===== src/rtl/fact_pkg.sv =====
// Shared types and constants for the factorial result serializer.
//   state_t     : serializer FSM states
//   entry_t     : FIFO entry, operand tag plus 32-bit result word
//   FRAME_BYTES : header byte plus four data bytes
//   HDR_NIB_DEF : default upper nibble of the header byte
package fact_pkg;

  typedef enum logic [1:0] {
    IDLE,
    HDR,
    DATA
  } state_t;

  localparam int unsigned FRAME_BYTES = 5;
  localparam logic [3:0]  HDR_NIB_DEF = 4'hA;

  typedef struct packed {
    logic [3:0]  tag;
    logic [31:0] data;
  } entry_t;

endpackage


===== src/rtl/fact_sync_fifo.sv =====
// Generic synchronous FIFO with first-word fall-through read.
//   clk, reset : rising-edge clock, synchronous active-high reset
//   push/wdata : write request; ignored while full
//   pop/rdata  : read request; rdata shows the head entry, ignored while empty
//   full/empty : status decoded from count
//   count      : number of stored entries (0..DEPTH)
module fact_sync_fifo #(
  parameter int unsigned WIDTH = 36,
  parameter int unsigned DEPTH = 4
) (
  input  logic                     clk,
  input  logic                     reset,
  input  logic                     push,
  input  logic                     pop,
  input  logic [WIDTH-1:0]         wdata,
  output logic [WIDTH-1:0]         rdata,
  output logic                     full,
  output logic                     empty,
  output logic [$clog2(DEPTH):0]   count
);

  localparam int unsigned AW = $clog2(DEPTH);

  logic [WIDTH-1:0] mem [DEPTH];
  logic [AW-1:0]    wptr;
  logic [AW-1:0]    rptr;
  logic             do_push;
  logic             do_pop;

  assign full    = (count == (AW+1)'(DEPTH));
  assign empty   = (count == '0);
  assign do_push = push && !full;
  assign do_pop  = pop && !empty;
  assign rdata   = mem[rptr];

  always_ff @(posedge clk) begin
    if (reset) begin
      wptr  <= '0;
      rptr  <= '0;
      count <= '0;
    end else begin
      if (do_push) wptr <= wptr + AW'(1);
      if (do_pop)  rptr <= rptr + AW'(1);
      case ({do_push, do_pop})
        2'b10:   count <= count + (AW+1)'(1);
        2'b01:   count <= count - (AW+1)'(1);
        default: count <= count;
      endcase
    end
  end

  always_ff @(posedge clk) begin
    if (do_push) mem[wptr] <= wdata;
  end

endmodule


===== src/rtl/fact_result_serializer.sv =====
// Buffers {tag, result} pairs from the factorial unit and emits each as a
// 5-byte frame (header {HDR_NIB, tag}, then result bytes MSB first) on a
// byte-wide valid/ready stream.
//   clk, reset            : rising-edge clock, synchronous active-high reset
//   in_valid/in_ready     : input handshake; in_ready is low while reset is high
//   in_data, in_tag       : result word and the operand that produced it
//   out_valid/out_ready   : output byte handshake
//   out_data, out_last    : frame byte, high on the final byte of a frame
//   frame_count           : completed frames, wraps at 0xFFFF
module fact_result_serializer
  import fact_pkg::*;
#(
  parameter int unsigned DEPTH   = 4,
  parameter int unsigned DATA_W  = 32,
  parameter logic [3:0]  HDR_NIB = HDR_NIB_DEF
) (
  input  logic              clk,
  input  logic              reset,
  input  logic              in_valid,
  output logic              in_ready,
  input  logic [DATA_W-1:0] in_data,
  input  logic [3:0]        in_tag,
  output logic              out_valid,
  input  logic              out_ready,
  output logic [7:0]        out_data,
  output logic              out_last,
  output logic [15:0]       frame_count
);

  localparam int unsigned CW       = $clog2(DEPTH) + 1;
  localparam logic [1:0]  LAST_IDX = 2'(FRAME_BYTES - 2);

  state_t            state, state_n;
  entry_t            wentry, head;
  logic [DATA_W-1:0] shreg, shreg_n;
  logic [3:0]        tag_r, tag_n;
  logic [1:0]        idx, idx_n;
  logic [15:0]       fc_n;
  logic              valid_n, last_n;
  logic [7:0]        data_n;
  logic              push, pop, hs;
  logic              fifo_full, fifo_empty;
  logic [CW-1:0]     fifo_count;

  assign wentry.tag  = in_tag;
  assign wentry.data = in_data;
  assign in_ready    = !reset && (fifo_count != CW'(DEPTH));
  assign push        = in_valid && !reset && !fifo_full;
  assign hs          = out_valid && out_ready;

  fact_sync_fifo #(
    .WIDTH ($bits(entry_t)),
    .DEPTH (DEPTH)
  ) u_fifo (
    .clk   (clk),
    .reset (reset),
    .push  (push),
    .pop   (pop),
    .wdata (wentry),
    .rdata (head),
    .full  (fifo_full),
    .empty (fifo_empty),
    .count (fifo_count)
  );

  always_comb begin
    state_n = state;
    shreg_n = shreg;
    tag_n   = tag_r;
    idx_n   = idx;
    fc_n    = frame_count;
    pop     = 1'b0;
    case (state)
      IDLE: begin
        if (!fifo_empty) begin
          pop     = 1'b1;
          shreg_n = head.data;
          tag_n   = head.tag;
          state_n = HDR;
        end
      end
      HDR: begin
        if (hs) begin
          idx_n   = '0;
          state_n = DATA;
        end
      end
      DATA: begin
        if (hs) begin
          shreg_n = shreg << 8;
          idx_n   = idx + 2'd1;
          if (idx == LAST_IDX) begin
            fc_n  = frame_count + 16'd1;
            idx_n = '0;
            // Chain straight into the next header so frames leave back to back.
            if (!fifo_empty) begin
              pop     = 1'b1;
              shreg_n = head.data;
              tag_n   = head.tag;
              state_n = HDR;
            end else begin
              state_n = IDLE;
            end
          end
        end
      end
      default: state_n = IDLE;
    endcase

    // Outputs are decoded from next-state values so they can be registered.
    valid_n = (state_n != IDLE);
    last_n  = (state_n == DATA) && (idx_n == LAST_IDX);
    case (state_n)
      HDR:     data_n = {HDR_NIB, tag_n};
      DATA:    data_n = shreg_n[DATA_W-1 -: 8];
      default: data_n = '0;
    endcase
  end

  always_ff @(posedge clk) begin
    if (reset) begin
      state       <= IDLE;
      shreg       <= '0;
      tag_r       <= '0;
      idx         <= '0;
      frame_count <= '0;
      out_valid   <= 1'b0;
      out_data    <= '0;
      out_last    <= 1'b0;
    end else begin
      state       <= state_n;
      shreg       <= shreg_n;
      tag_r       <= tag_n;
      idx         <= idx_n;
      frame_count <= fc_n;
      out_valid   <= valid_n;
      out_data    <= data_n;
      out_last    <= last_n;
    end
  end

endmodule


===== config.mk =====
export PLATFORM = sky130hd
export DESIGN_NAME = fact_result_serializer
export DESIGN_NICKNAME = d
export VERILOG_FILES = /design/src/rtl/fact_pkg.sv /design/src/rtl/fact_sync_fifo.sv /design/src/rtl/fact_result_serializer.sv
export SDC_FILE = /design/constraint.sdc
export NUM_CORES = 1
export LEC_CHECK = 0
export BUFFER_PORTS_ARGS = -buffer_cell sky130_fd_sc_hd__clkbuf_2
export CELL_PAD_IN_SITES_DETAIL_PLACEMENT = 0
export CELL_PAD_IN_SITES_GLOBAL_PLACEMENT = 2
export CORE_ASPECT_RATIO = 1.1
export CORE_MARGIN = 4
export CORE_UTILIZATION = 32
export CTS_CLUSTER_SIZE = 28
export DETAILED_ROUTE_END_ITERATION = 16
export PLACE_DENSITY = 0.68
export SLEW_MARGIN = 15
export SYNTH_ARGS = -nofsm -noshare
export SYNTH_HDL_FRONTEND = slang
export SYNTH_SLANG_ARGS = --single-unit
export TNS_END_PERCENT = 20

===== constraint.sdc =====
create_clock -name clk -period 2.7 [get_ports clk]
set_input_delay 0.135 -clock clk [delete_from_list [all_inputs] [get_ports clk]]
set_output_delay 0.135 -clock clk [all_outputs]
set_load 0.1 [all_outputs]

==> results.toml <==
[global_routing]
antenna_found_initial = 0
grtUsageTotal = 0.127
grt_max_degree = 69
met1_usage = 0.164
grt_util_met3 = 0.0236
grt.busiest_layer = "met2"
grt_pass1_vias = 5262
overflow = 0
met2_usage = 0.221
grt_first_pass_wirelength_mm = 29.2

[synth]
syn_nets = 626
synth-seq-cells = 219
async_flop_share = 0
synthCells = 571
syn_area_per_cell_um2 = 15.0
ys_types = 52
synth_edf_count = 144
ys_seq_area_frac = 0.682
syn_area_mm2 = 0.00854
synth_flop_cell = "edfxtp_1"
yosysWarnings = 0

[detailed_routing]
wl_mm = 18.6
post_drt_wl_per_cell_um = 17.5
drtIter0Drc = 251
ant_nets = 0
vias_per_cell = 4.82
dr.pass1.iters = 5
drc = 0
vias = 5111

[floorplan]
die_x_um = 164
core_mm2 = 0.0262
row_count = 62
initial_core_util = 0.326
die-area_mm2 = 0.0294
die_y_um = 179
io_pins = 67

[sta]
fin_crit_ps = 2490
fin_skew_ps = 20.5
finalHoldViolations = 0
layout_setup_ws_ps = 213
slew_viol_final = 0
worst_pin_slew_ps = 751
setup_tns_ps = 0
clock.fmax_ghz = 0.402
slew-limit-headroom = 0.499
holdWs_ps = 116
rsz0062_at_grt = "false"
fin_crit_sh = 0.921
finalSetupViolCount = 0

[status]
outcome = "complete, no violations"

[place]
port_buffers = 66
dp_cells = 977
dp_slack_ps = 161
dpl.hpwl_mm = 11.6
place.gp.congestion = 0.791

[clock_tree]
clock-root-buffer = "clkbuf_16"
cts_tree = "done"
clock-sinks = 219
cts_buffers = 26
cts.clk_slew.worst_paths_ps = 60
htree_levels = 1
clock_path_buffers = 3
cts_post_setup_buffers_inserted = 0
clk_latency_ps = 540

[setup_path]
r2r-end = "u_fifo.count[2]$_SDFFE_PP0P_"
crit_type = "reg -> reg"
crit_required_ps = 3140
cp_data_arrival_time_ps = 2930
crit_path_end = "u_fifo.count[2]$_SDFFE_PP0P_"
cp_max_fo = 8
cp-startpoint = "state[0]$_SDFF_PP0_"
start_kind = "flip-flop"
r2r_slack_ps = 210
endpoint_kind = "flip-flop"
r2r-start = "state[0]$_SDFF_PP0_"
r2r_cells = 10

[final_layout]
n_fill_cell = 2527
multiInputGateArea_mm2 = 0.00253
fin_cells = 1061
drive_gt1_frac = 0.247
syn_to_final_growth_pct = 23.3
diodes = 0
seq_area_mm2 = 0.00583
nNetsFinal = 744

[power]
powerDensity_mw_per_mm2 = 999
p_sw_frac = 0.322
p_int_uw = 7130
seqPwrFrac = 0.405
power_frac_comb = 0.280
leakagePower_uw = 0.00368
p_sw_uw = 3390
clkPwrFrac = 0.314
ir_worst_vdd_uv = 563

[job]
maxCapViolations = 0

[worst_hold_path]
hp-class = "in -> reg"
==> kinds of logic (layout without fill, tap and decap cells) <==
logic type | Yosys count | count (layout) | synth area share
flops | 219 | 219 | 0.682
simple gates | 152 | 152 | 0.0839
compound gates | 80 | 80 | 0.0700
buf+inv | 45 | 183 | 0.0236
mux | 40 | 40 | 0.0974
xor+xnor | 20 | 20 | 0.0205
fa+ha+maj | 15 | 15 | 0.0228
==> synth_stat cells, drive strengths merged (3+ instances only) <==
master	n	area [µm²]
xnor2	6	52.6
nand3	11	60.1
a21oi	13	68.8
a311oi	3	26.3
a222oi	5	50.1
ha	14	175
and3	5	31.3
nor2b	3	18.8
o21ai	9	45.0
inv	14	52.6
nand2	22	82.6
dfxtp	75	1500
nor2	68	255
a22o	3	26.3
a22oi	12	100
clkbuf	13	48.8
xor2	14	123
nand3b	4	33.8
nand2b	3	18.8
buf	18	100
o21a	3	22.5
mux4	34	769
nor3	21	115
o22ai	4	25.0
nand4	5	31.3
a221oi	16	140
mux2i	4	40.0
edfxtp	144	4320
or3	3	18.8
and4	3	26.3
==> per-layer routing <==
| metal | vias up | share of wire |
|---|---|---|
| li1 | 2432 | - |
| met1 | 2539 | 0.43 |
| met2 | 110 | 0.50 |
| met3 | 30 | 0.045 |
| met4 | 0 | 0.021 |
| met5 | - | 0 |
==> flip-flops by register name, indices dropped and copies added (netlist names), 2 cells and up, named ones only <==
signal and cells:
state 2, u_fifo.rptr 2, out_data 8, tag_r 4
u_fifo.count 3, idx 2, u_fifo.mem 144, u_fifo.wptr 2
shreg 32, frame_count 16
==> worst min-delay path by stage <==
stage	startpoint	endpoint	slack, ps	cells past startpoint
floorplan	in_data[0]	u_fifo.mem[0][0]$_DFFE_PP_	230	0
global placement	in_data[3]	u_fifo.mem[1][3]$_DFFE_PP_	350	1
detailed placement	in_data[2]	u_fifo.mem[2][2]$_DFFE_PP_	350	1
CTS	in_valid	u_fifo.wptr[1]$_SDFFE_PP0P_	90	3
global route	in_valid	u_fifo.wptr[1]$_SDFFE_PP0P_	120	3
finish	in_valid	u_fifo.wptr[1]$_SDFFE_PP0P_	120	3
==> repair_timing <==
action                     4_1_cts  5_1_grt
resized for setup                0        1
setup endpoints to repair        0        1
hold buffers                    36        0
hold endpoints to repair       144        0
==> power by group through the flow <==
| stage | Combinational (µW) | Clock (µW) | Sequential, µW |
|---|---|---|---|
| detailed placement | 2960 | 0 | 4340 |
| floorplan | 2110 | 0 | 4370 |
| global placement | 2930 | 0 | 4330 |
| global route | 3280 | 3560 | 4310 |
| CTS | 3010 | 3410 | 4270 |
| finish | 2950 | 3300 | 4260 |
==> placed cells by master (no fill, tap or decap), types with 5 or more instances in the layout <==
cell type,count
nor3_1,19
a21oi_1,12
edfxtp_1,144
nand3_1,10
clkbuf_1,5
xor2_1,14
clkbuf_2,66
nand2_1,22
nor2_1,68
o21ai_0,5
xnor2_1,6
clkinv_2,6
dlygate4sd3_1,36
a22oi_1,10
ha_1,14
mux4_2,33
buf_4,18
dfxtp_1,73
a221oi_1,16
a222oi_1,5
clkbuf_16,27
nand4_1,5
inv_1,14
==> layout make-up <==
type                            count  share of cell area
Tap cell                          352              0.0418
Clock buffer                       36              0.0711
Sequential cell                   219               0.553
Inverter                           14             0.00499
Timing Repair Buffer              121              0.0803
Clock inverter                     12             0.00879
Multi-Input combinational cell    307               0.240
==> stage by stage <==
stage | cell area [µm²] | util | power [µW]
6_report | 10500 | 0.402 | 10500
5_1_grt | 10500 | 0.402 | 11200
4_1_cts | 10500 | 0.402 | 10700
3_5_place_dp | 9330 | 0.356 | 7300
3_3_place_gp | 9330 | 0.356 | 7250
2_1_floorplan | 8550 | - | 6480
==> critical path, cell delays in order (launching register included) <==
cell and delay, ps:
dfxtp_1 350, inv_1 90, ha_1 160, and4_2 370, o21a_1 180, ha_1 190
inv_1 60, fa_1 370, xor2_1 150, or3_1 300, a21oi_1 180
Power figures use the tool's default switching activity.
